===== src/rtl/rope_pkg.sv =====
// Shared types and width constants for the tug-of-war rope game controller.
// Holds the game state encoding, the winner encoding and the default widths
// used by the top and the per-player pull accumulator.
package rope_pkg;

   // Default widths; the top exposes these as overridable parameters.
   localparam int ROPE_LOC_W  = 10;
   localparam int ROPE_PEND_W = 3;

   // Signed net pull needs one extra bit over a pending counter.
   localparam int ROPE_NET_EXTRA = 1;
   // Position arithmetic: sign bit plus one headroom bit above LOC_W.
   localparam int ROPE_SUM_EXTRA = 2;

   typedef enum logic [1:0] {
      ST_IDLE      = 2'd0,
      ST_COUNTDOWN = 2'd1,
      ST_PLAY      = 2'd2,
      ST_WIN       = 2'd3
   } state_e;

   typedef enum logic [1:0] {
      WNR_NONE = 2'b00,
      WNR_A    = 2'b01,
      WNR_B    = 2'b10
   } winner_e;

endpackage


===== src/rtl/rope_pull_accum.sv =====
// Per-player saturating pending-pull counter for the current video frame.
// Latency: count visible the cycle after a pull; clear and load share one edge.
// A pull arriving on the clearing edge loads 1, so it lands in the next frame.
module rope_pull_accum #(
   parameter int PEND_W = 3
) (
   input  logic              clk,
   input  logic              rst,
   input  logic              clr_i,
   input  logic              inc_i,
   output logic [PEND_W-1:0] cnt_o
);

   localparam logic [PEND_W-1:0] CNT_MAX = '1;
   localparam logic [PEND_W-1:0] CNT_ONE = PEND_W'(1);

   logic [PEND_W-1:0] cnt_q, cnt_d;

   // Next count: clear wins over hold, but a coincident pull reloads as one.
   always_comb begin
      cnt_d = cnt_q;
      if (clr_i) begin
         cnt_d = inc_i ? CNT_ONE : '0;
      end else if (inc_i && (cnt_q != CNT_MAX)) begin
         cnt_d = cnt_q + CNT_ONE;
      end
   end

   // Counter register with synchronous reset.
   always_ff @(posedge clk) begin
      if (rst) begin
         cnt_q <= '0;
      end else begin
         cnt_q <= cnt_d;
      end
   end

   assign cnt_o = cnt_q;

endmodule


===== src/rtl/rope_game_ctrl.sv =====
// Tug-of-war sequencer: countdown, per-frame rope movement from pended pulls, winner detect.
// Latency: pull reaches o_rope_loc within one frame plus one cycle; win state one cycle later.
// No backpressure: pull/start/tick pulses are sampled every cycle and never stalled.
module rope_game_ctrl
   import rope_pkg::*;
#(
   parameter int LOC_W        = ROPE_LOC_W,
   parameter int CENTER       = 320,
   parameter int STEP         = 4,
   parameter int WIN_DIST     = 64,
   parameter int PEND_W       = ROPE_PEND_W,
   parameter int COUNT_FRAMES = 180,
   parameter int WIN_FRAMES   = 120
) (
   input  logic             clk,
   input  logic             rst,
   input  logic             i_start,
   input  logic             i_frame_tick,
   input  logic             i_pull_a,
   input  logic             i_pull_b,
   output logic [LOC_W-1:0] o_rope_loc,
   output logic [1:0]       o_state,
   output logic [1:0]       o_winner,
   output logic             o_song_start,
   output logic [7:0]       o_total_a,
   output logic [7:0]       o_total_b
);

   localparam int SUM_W  = LOC_W + ROPE_SUM_EXTRA;
   localparam int NET_W  = PEND_W + ROPE_NET_EXTRA;
   localparam int FCNT_W = 8;

   localparam logic [LOC_W-1:0]  LOC_CTR = LOC_W'(CENTER);
   localparam logic [LOC_W-1:0]  LOC_MAX = LOC_W'(2 * CENTER);
   localparam logic [LOC_W-1:0]  LOC_LO  = LOC_W'(CENTER - WIN_DIST);
   localparam logic [LOC_W-1:0]  LOC_HI  = LOC_W'(CENTER + WIN_DIST);
   localparam logic [FCNT_W-1:0] CD_LAST = FCNT_W'(COUNT_FRAMES - 1);
   localparam logic [FCNT_W-1:0] WN_LAST = FCNT_W'(WIN_FRAMES - 1);
   localparam logic [7:0]        TOT_MAX = 8'hFF;

   state_e            state_q, state_d;
   winner_e           winner_q, winner_d;
   logic [LOC_W-1:0]  loc_q, loc_d;
   logic [7:0]        tot_a_q, tot_a_d;
   logic [7:0]        tot_b_q, tot_b_d;
   logic [FCNT_W-1:0] fcnt_q, fcnt_d;
   logic              song_q, song_d;

   logic              pend_clr;
   logic              acc_a, acc_b;
   logic              win_a, win_b;
   logic [PEND_W-1:0] pend_a, pend_b;

   logic signed [NET_W-1:0] net_s;
   logic signed [SUM_W-1:0] loc_s, step_s, max_s, new_s;
   logic [LOC_W-1:0]        loc_next;

   rope_pull_accum #(.PEND_W(PEND_W)) u_accum_a (
      .clk   (clk),
      .rst   (rst),
      .clr_i (pend_clr),
      .inc_i (acc_a),
      .cnt_o (pend_a)
   );

   rope_pull_accum #(.PEND_W(PEND_W)) u_accum_b (
      .clk   (clk),
      .rst   (rst),
      .clr_i (pend_clr),
      .inc_i (acc_b),
      .cnt_o (pend_b)
   );

   // Win detection looks at the registered position, one cycle after an update.
   assign win_a = (loc_q <= LOC_LO);
   assign win_b = (loc_q >= LOC_HI);

   // Next rope position from this frame's net pulls, clamped to the visible track.
   always_comb begin
      net_s  = $signed({1'b0, pend_b}) - $signed({1'b0, pend_a});
      loc_s  = $signed({2'b00, loc_q});
      step_s = $signed(SUM_W'(STEP));
      max_s  = $signed({2'b00, LOC_MAX});
      new_s  = loc_s + (SUM_W'(net_s) * step_s);
      if (new_s < 0) begin
         loc_next = '0;
      end else if (new_s > max_s) begin
         loc_next = LOC_MAX;
      end else begin
         loc_next = new_s[LOC_W-1:0];
      end
   end

   // Game sequencing: state transitions, frame counting, position and totals.
   always_comb begin
      state_d  = state_q;
      winner_d = winner_q;
      loc_d    = loc_q;
      tot_a_d  = tot_a_q;
      tot_b_d  = tot_b_q;
      fcnt_d   = fcnt_q;
      song_d   = 1'b0;
      pend_clr = 1'b0;
      acc_a    = 1'b0;
      acc_b    = 1'b0;

      case (state_q)
         ST_IDLE: begin
            if (i_start) begin
               state_d  = ST_COUNTDOWN;
               loc_d    = LOC_CTR;
               winner_d = WNR_NONE;
               tot_a_d  = '0;
               tot_b_d  = '0;
               fcnt_d   = '0;
               pend_clr = 1'b1;
               song_d   = 1'b1;
            end
         end
         ST_COUNTDOWN: begin
            if (i_frame_tick) begin
               if (fcnt_q == CD_LAST) begin
                  state_d = ST_PLAY;
                  fcnt_d  = '0;
               end else begin
                  fcnt_d = fcnt_q + 1'b1;
               end
            end
         end
         ST_PLAY: begin
            if (win_a || win_b) begin
               // Game is decided; this cycle's pulls and ticks no longer matter.
               state_d  = ST_WIN;
               winner_d = win_a ? WNR_A : WNR_B;
               fcnt_d   = '0;
            end else begin
               acc_a = i_pull_a;
               acc_b = i_pull_b;
               if (i_frame_tick) begin
                  loc_d    = loc_next;
                  pend_clr = 1'b1;
               end
            end
         end
         ST_WIN: begin
            if (i_frame_tick) begin
               if (fcnt_q == WN_LAST) begin
                  state_d = ST_IDLE;
                  fcnt_d  = '0;
               end else begin
                  fcnt_d = fcnt_q + 1'b1;
               end
            end
         end
         default: begin
            state_d = ST_IDLE;
         end
      endcase

      if (acc_a && (tot_a_q != TOT_MAX)) begin
         tot_a_d = tot_a_q + 1'b1;
      end
      if (acc_b && (tot_b_q != TOT_MAX)) begin
         tot_b_d = tot_b_q + 1'b1;
      end
   end

   // State and datapath registers with synchronous reset.
   always_ff @(posedge clk) begin
      if (rst) begin
         state_q  <= ST_IDLE;
         winner_q <= WNR_NONE;
         loc_q    <= LOC_CTR;
         tot_a_q  <= '0;
         tot_b_q  <= '0;
         fcnt_q   <= '0;
         song_q   <= 1'b0;
      end else begin
         state_q  <= state_d;
         winner_q <= winner_d;
         loc_q    <= loc_d;
         tot_a_q  <= tot_a_d;
         tot_b_q  <= tot_b_d;
         fcnt_q   <= fcnt_d;
         song_q   <= song_d;
      end
   end

   assign o_rope_loc   = loc_q;
   assign o_state      = state_q;
   assign o_winner     = winner_q;
   assign o_song_start = song_q;
   assign o_total_a    = tot_a_q;
   assign o_total_b    = tot_b_q;

endmodule


===== config.mk =====
export PLATFORM = sky130hd
export DESIGN_NAME = rope_game_ctrl
export DESIGN_NICKNAME = d
export VERILOG_FILES = /design/src/rtl/rope_pkg.sv /design/src/rtl/rope_pull_accum.sv /design/src/rtl/rope_game_ctrl.sv
export SDC_FILE = /design/constraint.sdc
export NUM_CORES = 1
export LEC_CHECK = 0
export CAP_MARGIN = 20
export CELL_PAD_IN_SITES_DETAIL_PLACEMENT = 1
export CELL_PAD_IN_SITES_GLOBAL_PLACEMENT = 1
export CORE_UTILIZATION = 25
export CTS_CLUSTER_DIAMETER = 120
export DETAILED_ROUTE_END_ITERATION = 8
export GPL_TIMING_DRIVEN = 0
export PLACE_DENSITY = 0.57
export SYNTH_ARGS = -nofsm -noshare
export SYNTH_HDL_FRONTEND = slang
export SYNTH_SLANG_ARGS = --single-unit

===== constraint.sdc =====
create_clock -name clk -period 2.7 [get_ports clk]
set_input_delay 0.54 -clock clk [delete_from_list [all_inputs] [get_ports clk]]
set_output_delay 0.54 -clock clk [all_outputs]
set_load 0.01 [all_outputs]

# Word-level counts from Yosys, hierarchy flattened
# Index checks and enable logic that the tools add are counted.
dict set report totals {
  elab_cells 99
  inputBits 6
  out_inout_bits 31
  reg_bits 45
}
dict set report classes {
  n_addsub 7
  magnitude_cmp 4
  eq_ne 17
  n_bitwise 1
  reduce_logical 20
  n_mux 41
}
# cell count
set ops {}
lappend ops {{2-to-1 mux 8 bit} 9}
lappend ops {{2-to-1 mux 10 bit} 5}
lappend ops {{case mux 8 bit (4 select lines)} 1}
lappend ops {{adder 8 x 1 -> 8 bit (second input constant)} 3}
lappend ops {{case mux 10 bit (2 select lines)} 1}
lappend ops {{2-to-1 mux 2 bit} 9}
lappend ops {{!= test 2 bit (second input constant)} 8}
lappend ops {{!= test 8 bit (second input constant)} 2}
lappend ops {{nonzero test 2 bit} 7}
lappend ops {{adder 11 x 6 -> 12 bit} 1}
lappend ops {{greater-than comparator 12 x 11 -> 1 bit (second input constant)} 1}
lappend ops {{< comparator 12 x 1 -> 1 bit (second input constant)} 1}
lappend ops {{2-to-1 mux 3 bit} 4}
lappend ops {{greater-or-equal comparator 10 x 9 -> 1 bit (second input constant)} 1}
lappend ops {{<= comparator 10 x 9 -> 1 bit (second input constant)} 1}
lappend ops {{2-to-1 mux 1 bit} 9}
lappend ops {{== test 8 x 7 -> 1 bit (second input constant)} 1}
lappend ops {{== test 8 bit (second input constant)} 1}
lappend ops {{case mux 2 bit (4 select lines)} 1}
lappend ops {{AND reduction 4 bit} 2}
lappend ops {{adder 3 x 1 -> 3 bit (second input constant)} 2}
lappend ops {{!= test 3 bit (second input constant)} 2}
lappend ops {{AND reduction 6 bit} 1}
lappend ops {{== test 2 bit (second input constant)} 2}
lappend ops {{11 further kinds} 15}

# Logic depth before layout (Yosys ltp)
# Gate-level depths: netlist (run 1).
dict set report depth {
  word_depth 8
  ltp_mapped 13
  mapped_depth_nobuf 13
}

# By module
# Synthesis (run 1) repeated with hierarchy kept, for this count alone.
dict set report hier_totals {
  hier_cells 347
  hier_area_um2 2817.7
}
# mod seq_area_each_um2 cells_per_inst n_inst area_per_inst_um2
set modules_own_cells {}
lappend modules_own_cells {rope_game_ctrl 740.7 317 1 2504.9}
lappend modules_own_cells {rope_pull_accum 60.1 15 2 156.4}

# Least setup slack after synthesis (run 1)
# No wires, ideal clock.
dict set report synth_timing {
  kind {reg-to-reg}
  from {reg u_accum_a.cnt_q[1] (netlist: u_accum_a.cnt_o[1])}
  to {reg loc_q[8] (netlist: o_rope_loc[8])}
  n_path_buf 0
  arrival_time_ns 2.717
  t_required_ns 2.613
  path_slack_ns -0.105
  synth_period_minus_slack_ns 2.805
  stages_incl_launch_ff 13
  setup_ns 0.087
  path_cell_list {dfxtp_1 inv_1 ha_1 a21o_1 a21o_1 inv_1 ha_1 a21o_1 a221o_1 a21oi_1 xnor2_1 o211ai_1 o31ai_1}
}
dict set report synth_between {
  elab_chain_len 8
  word_cells_on_any_way 9
  cone_classes {add/sub (2); order compare (2); mux (5)}
}
# item line
set synth_lines {}
lappend synth_lines {{start, declared} rope_pull_accum.sv:17} ;# logic [PEND_W-1:0] cnt_q, cnt_d;
lappend synth_lines {{start signal, assigned} rope_pull_accum.sv:34} ;# cnt_q <= cnt_d;
lappend synth_lines {{subtractor 3 x 3 -> 4 bit (*)} rope_game_ctrl.sv:80} ;# net_s = $signed({1'b0, pend_b}) - $signed({1'b0, pend_a});
lappend synth_lines {{adder 11 x 6 -> 12 bit (*)} rope_game_ctrl.sv:84} ;# new_s = loc_s + (SUM_W'(net_s) * step_s);
lappend synth_lines {{greater-than comparator 12 x 11 -> 1 bit} rope_game_ctrl.sv:87} ;# end else if (new_s > max_s) begin
lappend synth_lines {{2-to-1 mux 10 bit} rope_game_ctrl.sv:87}
lappend synth_lines {{2-to-1 mux 10 bit (*)} rope_game_ctrl.sv:85} ;# if (new_s < 0) begin
lappend synth_lines {{2-to-1 mux 10 bit (*)} rope_game_ctrl.sv:139} ;# if (i_frame_tick) begin
lappend synth_lines {{2-to-1 mux 10 bit (*)} rope_game_ctrl.sv:131} ;# if (win_a || win_b) begin
lappend synth_lines {{case mux 10 bit (2 select lines) (*)} rope_game_ctrl.sv:107} ;# case (state_q)
lappend synth_lines {{end signal, assigned} rope_game_ctrl.sv:181} ;# loc_q <= loc_d;
lappend synth_lines {{end, declared} rope_game_ctrl.sv:43} ;# logic [LOC_W-1:0] loc_q, loc_d;
# Mark *: on every way between the ends. The rest lies on a longest branch, timed or not. The select of a mux whose other input is x is not followed.
# A chain may end at the register's enable or synchronous reset.

# Worst setup path after layout (run 1)
dict set report layout_timing {
  from {reg u_accum_b.cnt_q[0] (netlist: u_accum_b.cnt_o[0])}
  to {reg loc_q[4] (netlist: o_rope_loc[4])}
}
dict set report layout_between {
  elab_chain_len 8
  word_cells_on_any_way 9
  cone_classes {add/sub (2); order compare (2); mux (5)}
}
# item line
set layout_lines {}
lappend layout_lines {{start, declared} rope_pull_accum.sv:17}
lappend layout_lines {{start signal, assigned} rope_pull_accum.sv:34}
lappend layout_lines {{subtractor 3 x 3 -> 4 bit (*)} rope_game_ctrl.sv:80}
lappend layout_lines {{adder 11 x 6 -> 12 bit (*)} rope_game_ctrl.sv:84}
lappend layout_lines {{greater-than comparator 12 x 11 -> 1 bit} rope_game_ctrl.sv:87}
lappend layout_lines {{2-to-1 mux 10 bit} rope_game_ctrl.sv:87}
lappend layout_lines {{2-to-1 mux 10 bit (*)} rope_game_ctrl.sv:85}
lappend layout_lines {{2-to-1 mux 10 bit (*)} rope_game_ctrl.sv:139}
lappend layout_lines {{2-to-1 mux 10 bit (*)} rope_game_ctrl.sv:131}
lappend layout_lines {{case mux 10 bit (2 select lines) (*)} rope_game_ctrl.sv:107}
# Marked as above.

==> results.json, run 1 <==
{
  "area.growth.synth_to_final_pct": 34.3,
  "layout_common_cells": "dfxtp_1, nor2_1, clkdlybuf4s50_1, nand2_1, a21oi_1",
  "drive_gt1_share_pct": 22.1,
  "final_antenna_net_count": 0,
  "port_buffers": 33,
  "rsz0062_at_grt": "yes",
  "netlist_area_um2": 2770,
  "path_class": "register to register",
  "cap_violations": 0,
  "finalNonFillerCells": 515,
  "yosysTopAreaCellShare_pct": 31.0,
  "cp_max_fo": 6,
  "vias": 2580,
  "cts_sinks": 43,
  "die-area_um2": 11500,
  "cts.path.max_buffers": 2,
  "ys_ff_latch": 43,
  "drv_slew": 0,
  "nets": 405,
  "rr_endpoint": "o_rope_loc[4]",
  "fin_util_pct": 34.4,
  "period_minus_slack_ns": 2.89,
  "syn_area_per_cell_um2": 8.64,
  "start_util_pct": 25.6,
  "violations": "negative setup slack",
  "synth_flop_cell": "dfxtp_1",
  "r2r_slack_ns": -0.19,
  "hold_depth": 2,
  "clk_pin_slew_ns": 0.09,
  "peakVddDrop_uv": 246,
  "cp.required_ns": 2.92,
  "r2r-start": "u_accum_b.cnt_o[0]",
  "synth_edf_count": 0,
  "diodes": 0,
  "min_path_type": "register to register",
  "synth_top_cell_by_area": "dfxtp_1",
  "layout_commonest_cell": "dfxtp_1",
  "htree_levels": 2,
  "drt-initial-drc-count": 48,
  "placementRows": 38,
  "crit_path_start_kind": "register",
  "final_area_um2": 3720,
  "dp_slack_ns": -0.556,
  "finClkSkew_ns": 0.00667,
  "io_pins": 37,
  "cts-root-buf": "clkbuf_8",
  "outcome": "finished with violations",
  "vias_per_cell": 5.01,
  "cts_buffers": 5,
  "p_leak_uw": 0.00136,
  "grt_max_degree": 14,
  "slew_headroom_pct": 57.2,
  "synth_top_family_by_area": "compound AO/OA/AOI/OAI gates",
  "cts_hold_buf": 0,
  "placed_cells": 495,
  "dp_hpwl_um": 5800,
  "placed_area_um2": 3310,
  "muxShareOfSynthArea_pct": 1.44,
  "grt_antenna_before_repair": 0,
  "worstSkewPairLatency_ns": 0.30,
  "synthArstFlopShare_pct": 0,
  "fmax_mhz": 347,
  "cts_tree": "built",
  "fin_crit_sh_pct": 107,
  "drc": 0,
  "grt_pass1_wl_um": 13300,
  "synth_cell_types": 58,
  "wire_per_inst_um": 15.3,
  "first_pass_iters": 6,
  "worst_slack_ns": -0.186,
  "rr_worst_depth": 13,
  "synthTopCellsByArea": "dfxtp_1, ha_1, nor2_1, a21oi_1, xor2_1",
  "synth_compound_area_share_pct": 25.3,
  "core-area_um2": 10800,
  "worst_pin_slew_ns": 0.642,
  "ys_seq_area_share_pct": 31.0,
  "synth-xor-area-share_pct": 4.10,
  "arrival_ns": 3.11,
  "power_density_nw_per_um2": 558,
  "place_congestion": 0.775,
  "holdCritStartpoint": "fcnt_q[1]",
  "hold_end": "fcnt_q[1]",
  "setup_viol": 8,
  "die_y_um": 107,
  "synth_fa_ha_area_share_pct": 11.8,
  "final-hold-violation-count": 0,
  "ys_warn_count": 0,
  "finalWirelength_um": 7870,
  "grt_pass1_vias": 2728,
  "grt_overflow": 0,
  "die_w_um": 107,
  "synthSimpleGateAreaFrac_pct": 22.6,
  "crit_path_end_kind": "register",
  "grt_usage_pct": 14.3,
  "syn_inst": 321
}
## flip-flops by register name, summed over array words and instances (netlist names)
signal,cells
fcnt_q,8
u_accum_b.cnt_o,3
o_song_start,1
o_winner,2
o_total_b,8
o_state,2
o_rope_loc,8
u_accum_a.cnt_o,3
o_total_a,8
## area by class of cell
type | instances | area (um^2)
Clock buffer | 6 | 72.6
Inverter | 14 | 62.6
Fill cell | 1291 | 7120
Sequential cell | 43 | 867
Buffer | 7 | 46.3
Timing Repair Buffer | 45 | 424
Tap cell | 140 | 175
Clock inverter | 2 | 12.5
Multi-Input combinational cell | 258 | 2060
## kinds of logic (layout without fill, tap and decap cells)
| logic type | Yosys count | count (layout) |
|---|---|---|
| DFF | 43 | 43 |
| and+or+nand+nor | 121 | 121 |
| xor gates and xnor gates | 13 | 13 |
| other | 1 | 2 |
| muxes | 4 | 4 |
| adders and majority gates | 25 | 25 |
| AOI/OAI and AO/OA | 93 | 93 |
| buffers and inverters | 21 | 74 |
## per-layer routing
layer	up-vias	routed length, um	track usage (%)
li1	1280	-	-
met1	1263	3710	17.9
met4	0	81	3.72
met3	6	208	2.36
met2	31	3870	25.4
met5	-	0	0
## Yosys cell counts, types with 2 or more instances
master,count
mux2i_1,4
a21oi_4,2
a31oi_1,2
nor3_1,7
nand3b_1,8
o31ai_1,3
a211oi_1,3
a21oi_2,2
dfxtp_1,43
a31o_2,2
nand3_1,12
nand4_1,5
fa_1,2
o21ai_1,13
o21ai_0,13
o211a_1,3
a32oi_1,4
nor2_1,37
xnor2_1,2
and3_1,12
or3b_2,2
inv_1,14
a21oi_1,23
buf_4,4
xor2_1,11
clkbuf_1,2
and2_1,2
or2_2,3
ha_1,23
nor2_2,2
o2111ai_4,2
nand2_1,21
nand2b_1,4
a21o_1,4
a31oi_4,2
## how the worst max path moves through the flow
| stage | cells past startpoint | endpoint | slack (ns) | from |
|---|---|---|---|---|
| detailed placement | 11 | o_rope_loc[3] | -0.56 | u_accum_a.cnt_o[0] |
| CTS | 13 | o_rope_loc[3] | -0.21 | u_accum_b.cnt_o[0] |
| global route | 12 | o_rope_loc[4] | -0.32 | u_accum_b.cnt_o[0] |
| finish | 13 | o_rope_loc[4] | -0.19 | u_accum_b.cnt_o[0] |
| global placement | 12 | o_rope_loc[8] | -0.52 | u_accum_a.cnt_o[1] |
| floorplan | 12 | o_rope_loc[9] | -0.03 | u_accum_a.cnt_o[1] |
## repair_timing
item                                    4_1_cts  5_1_grt
endpoints found under the setup margin        8        8
pin swaps                                    21       16
gates cloned                                  0        0
resized for setup                            39       11
setup buffers                                 9        4
## report_power, final
group,switching [uW],internal [uW]
Sequential,41.1,669
Clock,242,181
Combinational,559,387
Total,841,1240
## per-stage QoR
stage	hold slack, ns	TNS (ns)	power, uW
final	0.501	-0.979	2080
after global routing	0.520	-2.23	2220
after CTS	0.502	-1.22	2070
after detailed placement	0.488	-3.86	1550
after global placement	0.478	-3.79	1540
after floorplan	0.458	-0.110	1310
## critical path, cell delays in order (launching register included)
cell and delay [ns]:
dfxtp_2 0.34, inv_2 0.06, ha_4 0.13, inv_4 0.03
fa_2 0.57, inv_2 0.05, fa_2 0.36, nand2b_4 0.17
a211oi_4 0.28, a21oi_2 0.12, xnor2_2 0.20, o211ai_1 0.11
buf_4 0.19, o31ai_2 0.21
No activity file was read; power rests on OpenSTA's default activity.
==> run 2: changes to the inputs <==
Settings changed: CORE_ASPECT_RATIO set to 0.7.
==> run 2 against run 1 <==
  * The flow still finishes with violations (negative setup slack)
  * Combinational power increased by 1%
  * Sequential share of layout area decreased by 0.20 points
  * Clock skew increased by 0.00054 ns
  * Highest routed layer unchanged
  * Register-to-register slack got worse by 0.03 ns
  * Die area about the same
  * Utilization increased by 1.1 points
  * Flip-flop and latch count unchanged
  * Critical path depth unchanged
  * Non-clock buffer count unchanged
  * Maximum frequency decreased by 1.1%
==> results.json, run 2 (synthesized netlist as in run 1, its figures left out) <==
{
  "outcome": "finished with violations",
  "violations": "negative setup slack",
  "pwr-share-seq_pct": 31.7,
  "final_area_um2": 3750,
  "grt_overflow": 0,
  "grt_pass1_wl_um": 13800,
  "power_density_nw_per_um2": 600,
  "first_pass_iters": 4,
  "fmax_mhz": 343,
  "finalWirelength_um": 8220,
  "hold_end": "fcnt_q[1]",
  "rr_endpoint": "o_rope_loc[4]",
  "diodes": 0,
  "r2r-start": "u_accum_b.cnt_o[0]",
  "wire_per_inst_um": 15.8,
  "vias_per_cell": 4.90,
  "cp.required_ns": 2.91,
  "path_class": "register to register",
  "crit_path_start_kind": "register",
  "place_congestion": 0.720,
  "die_y_um": 90.1,
  "htree_levels": 2,
  "fin_util_pct": 35.5,
  "layout_commonest_cell": "dfxtp_1",
  "min_path_type": "register to register",
  "port_buffers": 33,
  "die-area_um2": 11500,
  "final-hold-violation-count": 0,
  "arrival_ns": 3.12,
  "holdCritStartpoint": "fcnt_q[1]",
  "io_pins": 37,
  "placed_area_um2": 3320,
  "power_uw": 2250,
  "core-area_um2": 10600,
  "r2r_slack_ns": -0.22,
  "rr_worst_depth": 13,
  "p_leak_uw": 0.00137,
  "area.growth.synth_to_final_pct": 35.0,
  "p_comb_share_pct": 42.6,
  "drive_gt1_share_pct": 20.1,
  "grt_max_degree": 12,
  "hold_depth": 2,
  "cts_hold_buf": 0,
  "placementRows": 31,
  "grt_pass1_vias": 2625,
  "die_w_um": 128,
  "worst_slack_ns": -0.218,
  "cts.path.max_buffers": 2,
  "cts-root-buf": "clkbuf_16",
  "slew_headroom_pct": 54.2,
  "nets": 405,
  "period_minus_slack_ns": 2.92,
  "cts_sinks": 43,
  "drc": 0,
  "fin_crit_sh_pct": 108,
  "crit_path_end_kind": "register",
  "p_int_uw": 1390,
  "cts_tree": "built",
  "finClkSkew_ns": 0.00721,
  "layout_common_cells": "dfxtp_1, nor2_1, clkdlybuf4s50_1, a21oi_1, nand2_1",
  "vias": 2552,
  "hold_ws_ns": 0.496,
  "clk_pin_slew_ns": 0.06,
  "cp_max_fo": 4,
  "swShare_pct": 38.3,
  "setup_viol": 8,
  "p_switching_uw": 861,
  "grt_antenna_before_repair": 0,
  "dp_hpwl_um": 6140,
  "worstSkewPairLatency_ns": 0.29,
  "cts_buffers": 5,
  "final.setup.tns_ns": -1.31,
  "grt_usage_pct": 15.1,
  "drt-initial-drc-count": 62,
  "rsz0062_at_grt": "yes",
  "peakVddDrop_uv": 216,
  "start_util_pct": 26.3,
  "final_antenna_net_count": 0,
  "clockPowerShare_pct": 25.7,
  "cap_violations": 0,
  "worst_pin_slew_ns": 0.687,
  "drv_slew": 0
}
## run 2: cell count changes in the layout (fill, tap and decap cells not counted), moves of 2 or more
cell	delta
a21oi_1	+2
a21oi_2	-2
clkbuf_16	+5
clkbuf_8	-5
## run 2: stage by stage
stage          worst slack (ns)  cells
2_1_floorplan           -0.0278    322
3_3_place_gp             -0.568    503
3_5_place_dp             -0.661    503
4_1_cts                  -0.196    517
5_1_grt                  -0.357    521
6_report                 -0.218    521
## run 2: how the worst max path moves through the flow
stage                       startpoint            end  slack [ns]  cells past startpoint
floorplan           u_accum_a.cnt_o[1]  o_rope_loc[9]       -0.03                     12
global placement    u_accum_a.cnt_o[1]  o_rope_loc[3]       -0.57                     12
detailed placement  u_accum_b.cnt_o[0]  o_rope_loc[8]       -0.66                     13
CTS                 u_accum_b.cnt_o[0]  o_rope_loc[4]       -0.20                     13
global route        u_accum_b.cnt_o[0]  o_rope_loc[3]       -0.36                     13
finish              u_accum_b.cnt_o[0]  o_rope_loc[4]       -0.22                     13
## run 2: power by group through the flow
stage	clock network [uW]	logic, uW	registers (uW)
2_1_floorplan	0	585	724
3_3_place_gp	0	825	724
3_5_place_dp	0	842	726
4_1_cts	602	932	713
5_1_grt	625	1070	721
6_report	579	958	712
## run 2: critical path: stages, from the launching register on
cell,delay (ns)
dfxtp_2,0.34
inv_2,0.05
ha_4,0.16
inv_4,0.05
fa_2,0.43
buf_6,0.13
ha_4,0.23
a211oi_4,0.26
o31ai_4,0.15
buf_4,0.16
a221oi_4,0.32
xnor2_2,0.19
nand2_2,0.13
o31ai_1,0.24
## run 2: routing by layer
layer,vias up,wire length (um),global-route usage (%),share of wire [%]
met1,1234,4620,22.7,56
met5,-,0,0,0
met2,24,3360,21.8,41
met4,0,74,3.63,0.90
met3,8,168,2.86,2.0
li1,1286,-,-,-
## run 2: cell type report
type | instances | area (um^2)
Buffer | 7 | 46.3
Clock buffer | 6 | 129
Fill cell | 1248 | 6800
Inverter | 14 | 62.6
Multi-Input combinational cell | 258 | 2030
Sequential cell | 43 | 865
Tap cell | 148 | 185
Timing Repair Buffer | 45 | 424
## run 2: what timing repair did
item / in CTS / in global routing
resized for setup: 33 / 9
endpoints found under the setup margin: 8 / 8
pin swaps: 22 / 13
setup buffers: 9 / 4
==> run 3: changes to the inputs <==
Settings changed: PLACE_DENSITY 0.57 to not set, PLACE_DENSITY_LB_ADDON set to 0.1.
==> run 3 against run 2 <==
  * The flow still finishes with violations (negative setup slack)
  * Worst hold slack better by 0.013 ns
  * Clock power increased by 27%
  * Clock-buffer cell count did not move
  * Utilization up 1.1 points
  * Maximum frequency is 2.5% higher
  * Register-to-register slack better by 0.07 ns
  * Total power up 8.2%
  * Combinational power increased by 2.7%
  * Critical path depth is the same
  * First-iteration DRC count increased by 98%
  * Worst setup slack better by 0.071 ns
==> results.json, run 3 (synthesized netlist as in run 1, its figures left out) <==
{
  "hold_depth": 2,
  "cts_tree": "built",
  "crit_path_end_kind": "register",
  "io_pins": 37,
  "vias": 2581,
  "cts_hold_buf": 0,
  "drv_slew": 0,
  "clk_pin_slew_ns": 0.07,
  "vias_per_cell": 4.93,
  "fill_cells": 1226,
  "wire_per_inst_um": 16.2,
  "area.growth.synth_to_final_pct": 39.2,
  "cts_buffers": 5,
  "cts.path.max_buffers": 2,
  "die_y_um": 90.1,
  "worstSkewPairLatency_ns": 0.30,
  "die-area_um2": 11500,
  "cp_max_fo": 6,
  "grt_usage_pct": 15.6,
  "first_pass_iters": 4,
  "grt_antenna_before_repair": 0,
  "power_uw": 2430,
  "diodes": 0,
  "fin_crit_sh_pct": 105,
  "p_leak_uw": 0.00142,
  "finalNonFillerCells": 524,
  "power_density_nw_per_um2": 630,
  "die_w_um": 128,
  "cap_violations": 0,
  "dp_slack_ns": -0.759,
  "cts_sinks": 43,
  "fin_util_pct": 36.6,
  "slew_headroom_pct": 53.5,
  "grt_pass1_wl_um": 14000,
  "peakVddDrop_uv": 267,
  "setup_viol": 7,
  "final.setup.tns_ns": -0.847,
  "drc": 0,
  "placed_cells": 503,
  "worst_slack_ns": -0.147,
  "drt-initial-drc-count": 123,
  "layout_commonest_cell": "dfxtp_1",
  "outcome": "finished with violations",
  "final_antenna_net_count": 0,
  "place_congestion": 0.715,
  "placementRows": 31,
  "port_buffers": 33,
  "grt_pass1_vias": 2572,
  "nets": 406,
  "rr_worst_depth": 13,
  "crit_path_start_kind": "register",
  "dp_hpwl_um": 6170,
  "cp.required_ns": 2.90,
  "drive_gt1_share_pct": 23.7,
  "layout_common_cells": "dfxtp_1, nor2_1, clkdlybuf4s50_1, nand2_1, a21oi_1",
  "path_class": "register to register",
  "arrival_ns": 3.05,
  "htree_levels": 2,
  "finalWirelength_um": 8490,
  "worst_pin_slew_ns": 0.698,
  "fmax_mhz": 351,
  "min_path_type": "register to register",
  "start_util_pct": 26.3,
  "period_minus_slack_ns": 2.85,
  "rsz0062_at_grt": "yes",
  "violations": "negative setup slack",
  "cts-root-buf": "clkbuf_16",
  "grt_max_degree": 14,
  "final-hold-violation-count": 0,
  "finClkSkew_ns": 0.0125,
  "grt_overflow": 0,
  "core-area_um2": 10600
}
[run 3: area by class of cell]
type,instances,area [um^2],area share [%]
multi-input cells,258,2100,54.4
plain buffers,7,46.3,1.20
flip-flops and latches,43,868,22.5
clock buffers,6,139,3.60
well taps,148,185,4.80
repair buffers,46,428,11.1
inverters,14,60.1,1.56
clock inverters,2,35.0,0.907
[run 3: per-layer routing]
metal / vias to the layer above / global-route usage [%] / wire (um)
li1: 1278 / - / -
met1: 1253 / 24.0 / 4710
met2: 40 / 21.4 / 3410
met3: 10 / 3.33 / 258
met4: 0 / 4.31 / 111
met5: - / 0 / 0
[run 3: metrics by stage]
stage	hold WS, ns	area [um^2]
6_report	0.509	3860
5_1_grt	0.531	3860
4_1_cts	0.501	3790
3_5_place_dp	0.492	3320
3_3_place_gp	0.482	3320
2_1_floorplan	0.458	2810
[run 3: where the power goes]
group,internal [uW],switching (uW),leakage (uW)
logic,388,596,0.000980
registers,669,41.9,0.000349
clock network,461,275,0.0000868
total,1520,913,0.00142
[run 3: worst max-delay path: stages (launching register included)]
cell and delay, ns:
dfxtp_2 0.33, inv_2 0.06, ha_4 0.12, inv_2 0.04, fa_2 0.56, inv_2 0.05
fa_2 0.34, nand2b_4 0.17, a211oi_4 0.26, a21oi_2 0.11, xnor2_2 0.18, o211ai_1 0.11
buf_4 0.19, o31ai_4 0.22
[run 3: final timing paths]
path	slack, ns	endpoint	start
max reg2reg	-0.15	o_rope_loc[8]	u_accum_b.cnt_o[0]
min reg2reg	0.51	fcnt_q[1]	fcnt_q[1]
min	0.51	fcnt_q[1]	fcnt_q[1]
max	-0.15	o_rope_loc[8]	u_accum_b.cnt_o[0]
[run 3: timing repair]
item                                    in CTS  in global routing
endpoints found under the setup margin       8                  8
setup buffers                               12                  2
pin swaps                                   22                 16
resized for setup                           41                 13
